### config.mk
export PLATFORM = sky130hd
export DESIGN_NAME = addsub_share_arbiter
export DESIGN_NICKNAME = d
export VERILOG_FILES = /design/src/rtl/addsub_share_arbiter_pkg.sv /design/src/rtl/addsub_core.sv /design/src/rtl/addsub_share_arbiter.sv
export SDC_FILE = /design/constraint.sdc
export NUM_CORES = 1
export LEC_CHECK = 0
export ABC_AREA = 1
export BUFFER_PORTS_ARGS = -buffer_cell sky130_fd_sc_hd__buf_4
export CAP_MARGIN = 15
export CORE_MARGIN = 4
export CORE_UTILIZATION = 45
export CTS_CLUSTER_DIAMETER = 100
export DETAILED_ROUTE_END_ITERATION = 10
export MAX_ROUTING_LAYER = met4
export PLACE_DENSITY = 0.7
export SETUP_SLACK_MARGIN = 0.5
export SKIP_CTS_REPAIR_TIMING = 1
export SYNTH_ARGS = -nofsm -noshare
export SYNTH_HDL_FRONTEND = slang
export SYNTH_HIERARCHICAL = 1
export SYNTH_SLANG_ARGS = --single-unit
### constraint.sdc
create_clock -name clk -period 3.6 [get_ports clk]
set_input_delay 0.36 -clock clk [delete_from_list [all_inputs] [get_ports clk]]
set_output_delay 0.36 -clock clk [all_outputs]
set_load 0.1 [all_outputs]
### src/rtl/addsub_share_arbiter_pkg.sv
// Shared definitions for the add/subtract sharing arbiter.
//   - Controller state encoding (legacy-compatible 2-bit constants)
//   - Operation select encoding
//   - Default datapath width
package addsub_share_arbiter_pkg;

  // Controller states
  localparam logic [1:0] IDLE = 2'd0;
  localparam logic [1:0] EXEC = 2'd1;
  localparam logic [1:0] RESP = 2'd2;

  // Operation select
  localparam logic ADD = 1'b0;
  localparam logic SUB = 1'b1;

  // Default operand/sum width
  localparam int unsigned DEFAULT_WIDTH = 6;

endpackage

### src/rtl/addsub_core.sv
// Combinational two's-complement add/subtract datapath.
// Ports:
//   x, y      operands
//   sel       0 = add (x + y), 1 = subtract (x - y)
//   sum       result, WIDTH bits
//   cout      carry out of the MSB (for subtract, 1 = no borrow)
//   overflow  signed overflow
module addsub_core
  import addsub_share_arbiter_pkg::*;
#(
  parameter int unsigned WIDTH = DEFAULT_WIDTH
) (
  input  logic [WIDTH-1:0] x,
  input  logic [WIDTH-1:0] y,
  input  logic             sel,
  output logic [WIDTH-1:0] sum,
  output logic             cout,
  output logic             overflow
);

  logic [WIDTH-1:0] y_eff;
  logic [WIDTH:0]   carry;

  // Subtract is x + ~y + 1; the +1 enters as the carry-in of bit 0.
  assign y_eff = (sel == SUB) ? ~y : y;

  always_comb begin
    carry    = '0;
    sum      = '0;
    carry[0] = sel;
    for (int i = 0; i < int'(WIDTH); i++) begin
      sum[i]     = x[i] ^ y_eff[i] ^ carry[i];
      carry[i+1] = (x[i] & y_eff[i]) | (x[i] & carry[i]) | (y_eff[i] & carry[i]);
    end
  end

  assign cout     = carry[WIDTH];
  assign overflow = (x[WIDTH-1] == y_eff[WIDTH-1]) && (sum[WIDTH-1] != x[WIDTH-1]);

endmodule

### src/rtl/addsub_share_arbiter.sv
// Shares one add/subtract datapath between two valid/ready requesters with
// round-robin arbitration. Each accepted operation produces one registered,
// ID-tagged response.
// Ports:
//   clk, rst_n                    clock, asynchronous active-low reset
//   req{0,1}_valid/_ready         request handshake (ready only in IDLE, to the grantee)
//   req{0,1}_x/_y/_sel            operands and op select (0 add, 1 subtract x - y)
//   rsp_valid/rsp_ready           response handshake
//   rsp_id                        requester that issued the result
//   rsp_sum/rsp_cout/rsp_overflow result, carry-out, signed overflow
//   busy                          controller not in IDLE
//   ops_done                      saturating count of completed responses
module addsub_share_arbiter
  import addsub_share_arbiter_pkg::*;
#(
  parameter int unsigned WIDTH = DEFAULT_WIDTH,
  parameter int unsigned CNT_W = 8
) (
  input  logic             clk,
  input  logic             rst_n,
  input  logic             req0_valid,
  output logic             req0_ready,
  input  logic [WIDTH-1:0] req0_x,
  input  logic [WIDTH-1:0] req0_y,
  input  logic             req0_sel,
  input  logic             req1_valid,
  output logic             req1_ready,
  input  logic [WIDTH-1:0] req1_x,
  input  logic [WIDTH-1:0] req1_y,
  input  logic             req1_sel,
  output logic             rsp_valid,
  input  logic             rsp_ready,
  output logic             rsp_id,
  output logic [WIDTH-1:0] rsp_sum,
  output logic             rsp_cout,
  output logic             rsp_overflow,
  output logic             busy,
  output logic [CNT_W-1:0] ops_done
);

  logic [1:0]       state_q, state_d;
  logic             last_grant_q;
  logic [WIDTH-1:0] op_x_q, op_y_q;
  logic             op_sel_q, op_id_q;
  logic             rsp_valid_q, rsp_id_q, rsp_cout_q, rsp_overflow_q;
  logic [WIDTH-1:0] rsp_sum_q;
  logic [CNT_W-1:0] ops_done_q;

  logic             grant0, grant1, accept, grant_id;
  logic             rsp_fire;
  logic [WIDTH-1:0] core_sum;
  logic             core_cout, core_overflow;

  // Round-robin: on contention the requester that did not win last time goes.
  always_comb begin
    grant0 = 1'b0;
    grant1 = 1'b0;
    if (state_q == IDLE) begin
      if (req0_valid && (!req1_valid || last_grant_q)) begin
        grant0 = 1'b1;
      end else if (req1_valid) begin
        grant1 = 1'b1;
      end
    end
  end

  assign req0_ready = grant0;
  assign req1_ready = grant1;
  assign accept     = grant0 | grant1;
  assign grant_id   = grant1;
  assign rsp_fire   = (state_q == RESP) && rsp_valid_q && rsp_ready;

  always_comb begin
    state_d = state_q;
    unique case (state_q)
      IDLE:    if (accept)   state_d = EXEC;
      EXEC:                  state_d = RESP;
      RESP:    if (rsp_fire) state_d = IDLE;
      default:               state_d = IDLE;
    endcase
  end

  addsub_core #(
    .WIDTH (WIDTH)
  ) u_core (
    .x        (op_x_q),
    .y        (op_y_q),
    .sel      (op_sel_q),
    .sum      (core_sum),
    .cout     (core_cout),
    .overflow (core_overflow)
  );

  always_ff @(posedge clk or negedge rst_n) begin
    if (!rst_n) begin
      state_q      <= IDLE;
      last_grant_q <= 1'b1;
      op_x_q       <= '0;
      op_y_q       <= '0;
      op_sel_q     <= ADD;
      op_id_q      <= 1'b0;
    end else begin
      state_q <= state_d;
      if (accept) begin
        op_x_q       <= grant_id ? req1_x   : req0_x;
        op_y_q       <= grant_id ? req1_y   : req0_y;
        op_sel_q     <= grant_id ? req1_sel : req0_sel;
        op_id_q      <= grant_id;
        last_grant_q <= grant_id;
      end
    end
  end

  always_ff @(posedge clk or negedge rst_n) begin
    if (!rst_n) begin
      rsp_valid_q    <= 1'b0;
      rsp_id_q       <= 1'b0;
      rsp_sum_q      <= '0;
      rsp_cout_q     <= 1'b0;
      rsp_overflow_q <= 1'b0;
      ops_done_q     <= '0;
    end else begin
      if (state_q == EXEC) begin
        rsp_valid_q    <= 1'b1;
        rsp_id_q       <= op_id_q;
        rsp_sum_q      <= core_sum;
        rsp_cout_q     <= core_cout;
        rsp_overflow_q <= core_overflow;
      end else if (rsp_fire) begin
        // Data registers deliberately keep their last values.
        rsp_valid_q <= 1'b0;
        if (ops_done_q != {CNT_W{1'b1}}) begin
          ops_done_q <= ops_done_q + 1'b1;
        end
      end
    end
  end

  assign rsp_valid    = rsp_valid_q;
  assign rsp_id       = rsp_id_q;
  assign rsp_sum      = rsp_sum_q;
  assign rsp_cout     = rsp_cout_q;
  assign rsp_overflow = rsp_overflow_q;
  assign busy         = (state_q != IDLE);
  assign ops_done     = ops_done_q;

endmodule

Word level (Yosys, flattened, before mapping)
Cells that the tools add are included.
W data, S select, Z words.
{"block": "word_totals", "wordCells": 90, "n_memories": 0, "latch_bits": 0, "rom_bits": 0, "regBits": 35, "output_inout_bits": 21, "ramBits": 0}
{"block": "classes", "n_shift": 0, "bitwise_logic": 45, "div_mod_pow": 0, "n_addsub": 1, "muxes": 14, "mul": 0, "n_eq_ne": 7, "n_reduce_logical": 11, "n_lt_le_gt_ge": 0}
{"cell": "$and A1 B1 Y1", "n": 18}
{"cell": "$mux W6", "n": 3}
{"cell": "$or A1 B1 Y1", "n": 13}
{"cell": "$xor A1 B1 Y1", "n": 12}
{"cell": "$add A8 B1 Y8 const B", "n": 1}
{"cell": "$mux W1", "n": 8}
{"cell": "$ne A8 B8 Y1 const B", "n": 1}
{"cell": "$not A6 Y6", "n": 1}
{"cell": "$pmux W2 S3", "n": 1}
{"cell": "$logic_and A1 B1 Y1", "n": 4}
{"cell": "$mux W2", "n": 2}
{"cell": "$ne A2 B2 Y1 const B", "n": 2}
{"cell": "$reduce_bool A2 Y1", "n": 2}
{"cell": "$reduce_and A3 Y1", "n": 1}
{"cell": "$eq A2 B1 Y1 const B", "n": 1}
{"cell": "$eq A2 B2 Y1 const B", "n": 1}
{"cell": "$logic_not A2 Y1", "n": 1}
{"cell": "$reduce_and A2 Y1", "n": 1}
{"cell": "$eq A1 B1 Y1", "n": 1}
{"cell": "$logic_not A1 Y1", "n": 1}
{"cell": "$logic_or A1 B1 Y1", "n": 1}
{"cell": "$ne A1 B1 Y1", "n": 1}
{"cell": "$not A1 Y1", "n": 1}

Depth between registers and ports, before layout
{"block": "logic_depth", "depth_word": 20, "mapped_depth": 15, "mapped_depth_nobuf": 14}

Hierarchy
Netlist, hierarchy kept.
{"mod": "addsub_share_arbiter", "seq_area_each_um2": 877.1, "cells_per_inst": 182, "instances": 1, "area_each_um2": 1666.6}
{"mod": "addsub_core", "seq_area_each_um2": 0.0, "cells_per_inst": 39, "instances": 1, "area_each_um2": 264.0}

Least setup slack after synthesis
No wires, ideal clock.
{"block": "synth_path", "path_kind": "register to register", "from": "register op_sel_q", "to": "register rsp_overflow_q (netlist: rsp_overflow)", "t_required_ns": 3.474, "arrival_ns": 2.902, "path_stages_with_launch": 15, "synth_period_minus_slack_ns": 3.028, "path_buffers": 1, "slack_ns": 0.572, "path_cell_list": "dfrtp_1 buf_6 inv_2 nand2_1 nand2_1 fa_1 inv_1 fa_1 fa_1 fa_1 inv_1 fa_1 nor2_1 nor2_1 mux2_2"}
{"block": "synth_between", "elab_chain_len": 19, "elab_cells_between_ends": 31, "classes_between": "eq/ne: 2; mux: 1; bitwise: 27; reduce/logical: 1"}
{"item": "start: declaration", "line": "addsub_share_arbiter.sv:44", "rtl": "logic op_sel_q, op_id_q;"}
{"item": "start signal: assignment", "line": "addsub_share_arbiter.sv:107", "rtl": "op_sel_q <= grant_id ? req1_sel : req0_sel;"}
{"item": "$mux W6", "line": "addsub_core.sv:25", "rtl": "assign y_eff = (sel == SUB) ? ~y : y;"}
{"item": "$and A1 B1 Y1", "line": "addsub_core.sv:33", "rtl": "carry[i+1] = (x[i] & y_eff[i]) | (x[i] & carry[i]) | (y_eff[i] & carry[i]);"}
{"item": "$or A1 B1 Y1 (2 in series)", "line": "addsub_core.sv:33"}
{"item": "$and A1 B1 Y1", "line": "addsub_core.sv:33"}
{"item": "$or A1 B1 Y1 (2 in series)", "line": "addsub_core.sv:33"}
{"item": "$and A1 B1 Y1", "line": "addsub_core.sv:33"}
{"item": "$or A1 B1 Y1 (2 in series)", "line": "addsub_core.sv:33"}
{"item": "$and A1 B1 Y1", "line": "addsub_core.sv:33"}
{"item": "$or A1 B1 Y1 (2 in series)", "line": "addsub_core.sv:33"}
{"item": "$and A1 B1 Y1", "line": "addsub_core.sv:33"}
{"item": "$or A1 B1 Y1 (2 in series)", "line": "addsub_core.sv:33"}
{"item": "$xor A1 B1 Y1 (*)", "line": "addsub_core.sv:32", "rtl": "sum[i] = x[i] ^ y_eff[i] ^ carry[i];"}
{"item": "net core_sum[5]", "line": "addsub_share_arbiter.sv:51", "rtl": "logic [WIDTH-1:0] core_sum;"}
{"item": "$ne A1 B1 Y1 (*)", "line": "addsub_core.sv:38", "rtl": "assign overflow = (x[WIDTH-1] == y_eff[WIDTH-1]) && (sum[WIDTH-1] != x[WIDTH-1]);"}
{"item": "$logic_and A1 B1 Y1 (*)", "line": "addsub_core.sv:38"}
{"item": "net core_overflow", "line": "addsub_share_arbiter.sv:52", "rtl": "logic core_cout, core_overflow;"}
{"item": "end signal: assignment", "line": "addsub_share_arbiter.sv:128", "rtl": "rsp_overflow_q <= core_overflow;"}
{"item": "end: declaration", "line": "addsub_share_arbiter.sv:45", "rtl": "logic rsp_valid_q, rsp_id_q, rsp_cout_q, rsp_overflow_q;"}
Mark *: on every way through the listed nets, which the timed path passes. The rest lies on a longest branch.
A chain may end at the register's enable or synchronous reset.

Final worst setup path
Same ends and word-level chain as after synthesis.

==> metrics.txt <==
# TYPE chip_impl_metric gauge
chip_impl_metric{name="core",unit="um2"} 4090
chip_impl_info{name="worstHoldPathType",value="in2async"} 1
chip_impl_metric{name="cts_max_path_buffers",unit=""} 2
chip_impl_metric{name="antenna_violations_before_repair",unit=""} 0
chip_impl_metric{name="fp-row-count",unit=""} 23
chip_impl_metric{name="numClockSinks",unit=""} 35
chip_impl_metric{name="synth_cell_types",unit=""} 26
chip_impl_metric{name="avgSynthCellArea",unit="um2"} 8.74
chip_impl_metric{name="port_bufs",unit=""} 51
chip_impl_metric{name="wl_per_cell",unit="um"} 11.7
chip_impl_metric{name="clock.fmax",unit="MHz"} 334
chip_impl_metric{name="ys_warn_count",unit=""} 6
chip_impl_metric{name="r2r_cells",unit=""} 13
chip_impl_metric{name="die_width",unit="um"} 73.5
chip_impl_metric{name="placement.cell_area",unit="um2"} 2310
chip_impl_metric{name="final.period_utilization",unit="%"} 83.1
chip_impl_metric{name="layout.filler_cells",unit=""} 382
chip_impl_info{name="status",value="finished, final reports clean"} 1
chip_impl_metric{name="finalWorstPathRequiredPeriod",unit="ns"} 2.99
chip_impl_metric{name="regToRegSetupSlack",unit="ns"} 0.61
chip_impl_metric{name="syn-instance-count",unit=""} 221
chip_impl_metric{name="critPathRequiredTime",unit="ns"} 3.77
chip_impl_metric{name="drtAntennaViolNets",unit=""} 0
chip_impl_metric{name="grt_start_max_net_pins",unit=""} 36
chip_impl_info{name="crit-reg2reg-capture",value="rsp_overflow"} 1
chip_impl_metric{name="clk_pin_slew_worst_paths",unit="ns"} 0.07
chip_impl_metric{name="postLayoutCoreUtil",unit="%"} 59.0
chip_impl_info{name="nature_of_the_critical_path_startpoint",value="flip-flop"} 1
chip_impl_metric{name="die_area",unit="um2"} 5400
chip_impl_metric{name="initial_utilization",unit="%"} 47.2
chip_impl_info{name="timing.critical_path.mode_cell",value="sky130_fd_sc_hd__fa_2"} 1
chip_impl_metric{name="drv_slew",unit=""} 0
chip_impl_metric{name="chipHeight",unit="um"} 73.5
chip_impl_info{name="cts-root-buf",value="sky130_fd_sc_hd__clkbuf_8"} 1
chip_impl_metric{name="cts.htree.levels",unit=""} 2
chip_impl_metric{name="area_taken_by_flip_flops_and_latches",unit="um2"} 878
chip_impl_metric{name="tightest_slew",unit="ns"} 0.443
chip_impl_metric{name="fin_hold_ws",unit="ns"} 0.00985
chip_impl_info{name="slowest_stage",value="sky130_fd_sc_hd__fa_1"} 1
chip_impl_metric{name="setup_viol",unit=""} 0
chip_impl_info{name="end_kind",value="flip-flop"} 1
chip_impl_info{name="crit_path_cell_trace",value="inv_2 > nand2_1 > nand2_1 > fa_1 > inv_1 > fa_2 > fa_2 > fa_2 > inv_2 > fa_1 > nor2_1 > nor2_1 > mux2_2"} 1
chip_impl_metric{name="slew_headroom",unit="%"} 70.4
chip_impl_metric{name="syn_nets",unit=""} 259
chip_impl_metric{name="finalNetCount",unit=""} 312
chip_impl_metric{name="max_clock_skew",unit="ns"} 0.00466
chip_impl_metric{name="remaining_design_rule_violation_count",unit=""} 0
chip_impl_metric{name="detailedRoute.firstIterationViolations",unit=""} 74
chip_impl_metric{name="grt_pass1_vias",unit=""} 1455
chip_impl_info{name="grt_setup_unrepaired",value="no"} 1
chip_impl_metric{name="floorplan.io_pins",unit=""} 52
chip_impl_metric{name="antennaDiodeCount",unit=""} 0
chip_impl_metric{name="wl",unit="um"} 3790
chip_impl_info{name="cts_tree",value="built"} 1
chip_impl_metric{name="layout-drive-gt1-share",unit="%"} 30.8
chip_impl_metric{name="critical_path_peak_fanout",unit=""} 5
chip_impl_metric{name="number_of_register_bits_inferred_by_synthesis",unit=""} 35
chip_impl_metric{name="multiInputGateArea",unit="um2"} 895
chip_impl_metric{name="place_congestion",unit=""} 0.779
chip_impl_metric{name="detailed_route_via_count",unit=""} 1613
chip_impl_metric{name="first_pass_iters",unit=""} 4
chip_impl_metric{name="max_cap_violations",unit=""} 0
chip_impl_metric{name="wire_length_of_the_first_global_routing_pass",unit="um"} 6470
chip_impl_metric{name="critPathArrivalTime",unit="ns"} 3.16
chip_impl_metric{name="sequential_share_of_the_synthesized_area",unit="%"} 45.4
chip_impl_metric{name="syn2layout_area_growth",unit="%"} 24.8
chip_impl_metric{name="setup_tns",unit="ns"} 0
chip_impl_metric{name="insertion_delay",unit="ns"} 0.28
chip_impl_metric{name="final-hold-violation-count",unit=""} 0
chip_impl_info{name="regToRegStartpoint",value="op_sel_q"} 1
chip_impl_info{name="timing.setup.critical_path_class",value="reg2reg"} 1
chip_impl_metric{name="numCtsBuffers",unit=""} 5
chip_impl_metric{name="grt-ovfl-total",unit=""} 0
chip_impl_metric{name="syn-cell-area",unit="um2"} 1930
chip_impl_metric{name="place.detailed.hpwl",unit="um"} 2910
chip_impl_metric{name="post-route-cell-area",unit="um2"} 2410
chip_impl_metric{name="cpPeakStageDelay",unit="ns"} 0.44
chip_impl_metric{name="viasPerCell",unit=""} 4.99
chip_impl_metric{name="grt.total_usage",unit="%"} 16.2
-- cell usage after synthesis --
cell type                  instances  area [um2]
sky130_fd_sc_hd__fa_1              5         100
sky130_fd_sc_hd__inv_1            23        86.3
sky130_fd_sc_hd__inv_2             3        11.3
sky130_fd_sc_hd__o21ai_0           2        10.0
sky130_fd_sc_hd__nor2_4            2        22.5
sky130_fd_sc_hd__nor2_1            7        26.3
sky130_fd_sc_hd__buf_6             4        45.0
sky130_fd_sc_hd__buf_2             2        10.0
sky130_fd_sc_hd__mux2_2            9         101
sky130_fd_sc_hd__nand2_1          66         248
sky130_fd_sc_hd__nor2_8            1        20.0
sky130_fd_sc_hd__o21ai_2           1        8.76
sky130_fd_sc_hd__buf_4             1        7.51
sky130_fd_sc_hd__inv_4             1        6.26
sky130_fd_sc_hd__nand3_2           1        10.0
sky130_fd_sc_hd__xnor2_1           5        43.8
sky130_fd_sc_hd__a21oi_1           2        10.0
sky130_fd_sc_hd__dfrtp_1          34         851
sky130_fd_sc_hd__ha_1              2        25.0
sky130_fd_sc_hd__nand2_2           1        6.26
sky130_fd_sc_hd__nand3_1          43         215
sky130_fd_sc_hd__xor2_1            1        8.76
sky130_fd_sc_hd__a21boi_1          1        7.51
sky130_fd_sc_hd__dfstp_2           1        26.3
sky130_fd_sc_hd__nand4_1           2        12.5
sky130_fd_sc_hd__nand2_4           1        11.3
-- flip-flops by register name, summed over array words and instances (netlist names) --
| signal | cells |
|---|---|
| ops_done | 8 |
| last_grant_q | 1 |
| op_y_q | 6 |
| rsp_id | 1 |
| rsp_overflow | 1 |
| rsp_sum | 6 |
| state_q | 2 |
| op_id_q | 1 |
| rsp_valid | 1 |
| op_x_q | 6 |
| op_sel_q | 1 |
| rsp_cout | 1 |
-- cells in the final DEF (no fill, tap or decap), drive strengths merged --
cell	n
nand2	68
buf	53
nand3	44
dfrtp	34
inv	27
nor2	10
mux2	9
clkbuf	6
xnor2	5
fa	5
o21ai	3
a21oi	2
nand4	2
ha	2
a21boi	1
xor2	1
dfstp	1
-- final cells by class --
| type | instances | share of cell area (%) |
|---|---|---|
| clock buffer | 6 | 3.01 |
| inverter | 27 | 4.31 |
| multi-input combinational | 152 | 37.1 |
| sequential | 35 | 36.4 |
| tap | 50 | 2.60 |
| timing repair buffer | 53 | 16.5 |
-- worst max path at each step --
stage | start | to | slack, ns | cells past startpoint
4_1_cts | op_sel_q | rsp_overflow | 0.42 | 12
6_report | op_sel_q | rsp_overflow | 0.61 | 13
2_1_floorplan | op_sel_q | rsp_overflow | 0.57 | 14
3_3_place_gp | op_sel_q | rsp_overflow | 0.49 | 13
3_5_place_dp | op_sel_q | rsp_overflow | 0.43 | 12
5_1_grt | op_sel_q | rsp_overflow | 0.49 | 13
-- stage by stage --
step                      cells  setup WS, ns
after floorplan             221         0.572
after detailed placement    315         0.431
after global routing        323         0.494
after CTS                   321         0.419
final                       323         0.609
after global placement      315         0.494
-- cell families after synthesis --
family,Yosys count,synth area share [%]
adder cells (fa/ha/maj),7,6.48
XOR/XNOR,6,2.72
buffers and inverters,34,8.62
multiplexers,9,5.25
AO/OA/AOI/OAI,6,1.88
flip-flops,35,45.4
AND/OR/NAND/NOR,124,29.6
-- metal layers --
| metal | up-vias | GRT usage, % | routed length, um |
|---|---|---|---|
| met5 | - | - | 0 |
| met4 | 0 | 5.43 | 55 |
| met3 | 5 | 5.75 | 301 |
| met2 | 53 | 23.0 | 1730 |
| met1 | 752 | 21.5 | 1710 |
| li1 | 803 | - | - |
-- worst max-delay path, delay by kind of cell, from the launching register on --
kind                       cells  cell delay [ns]
buffers and inverters          3             0.19
muxes                          1             0.25
and+or+nand+nor                4             0.29
adders and majority gates      5             1.72
DFF                            1             0.43
Power is not shown: default switching activity piles up to over one toggle a cycle in this logic, so the estimate is an artifact.
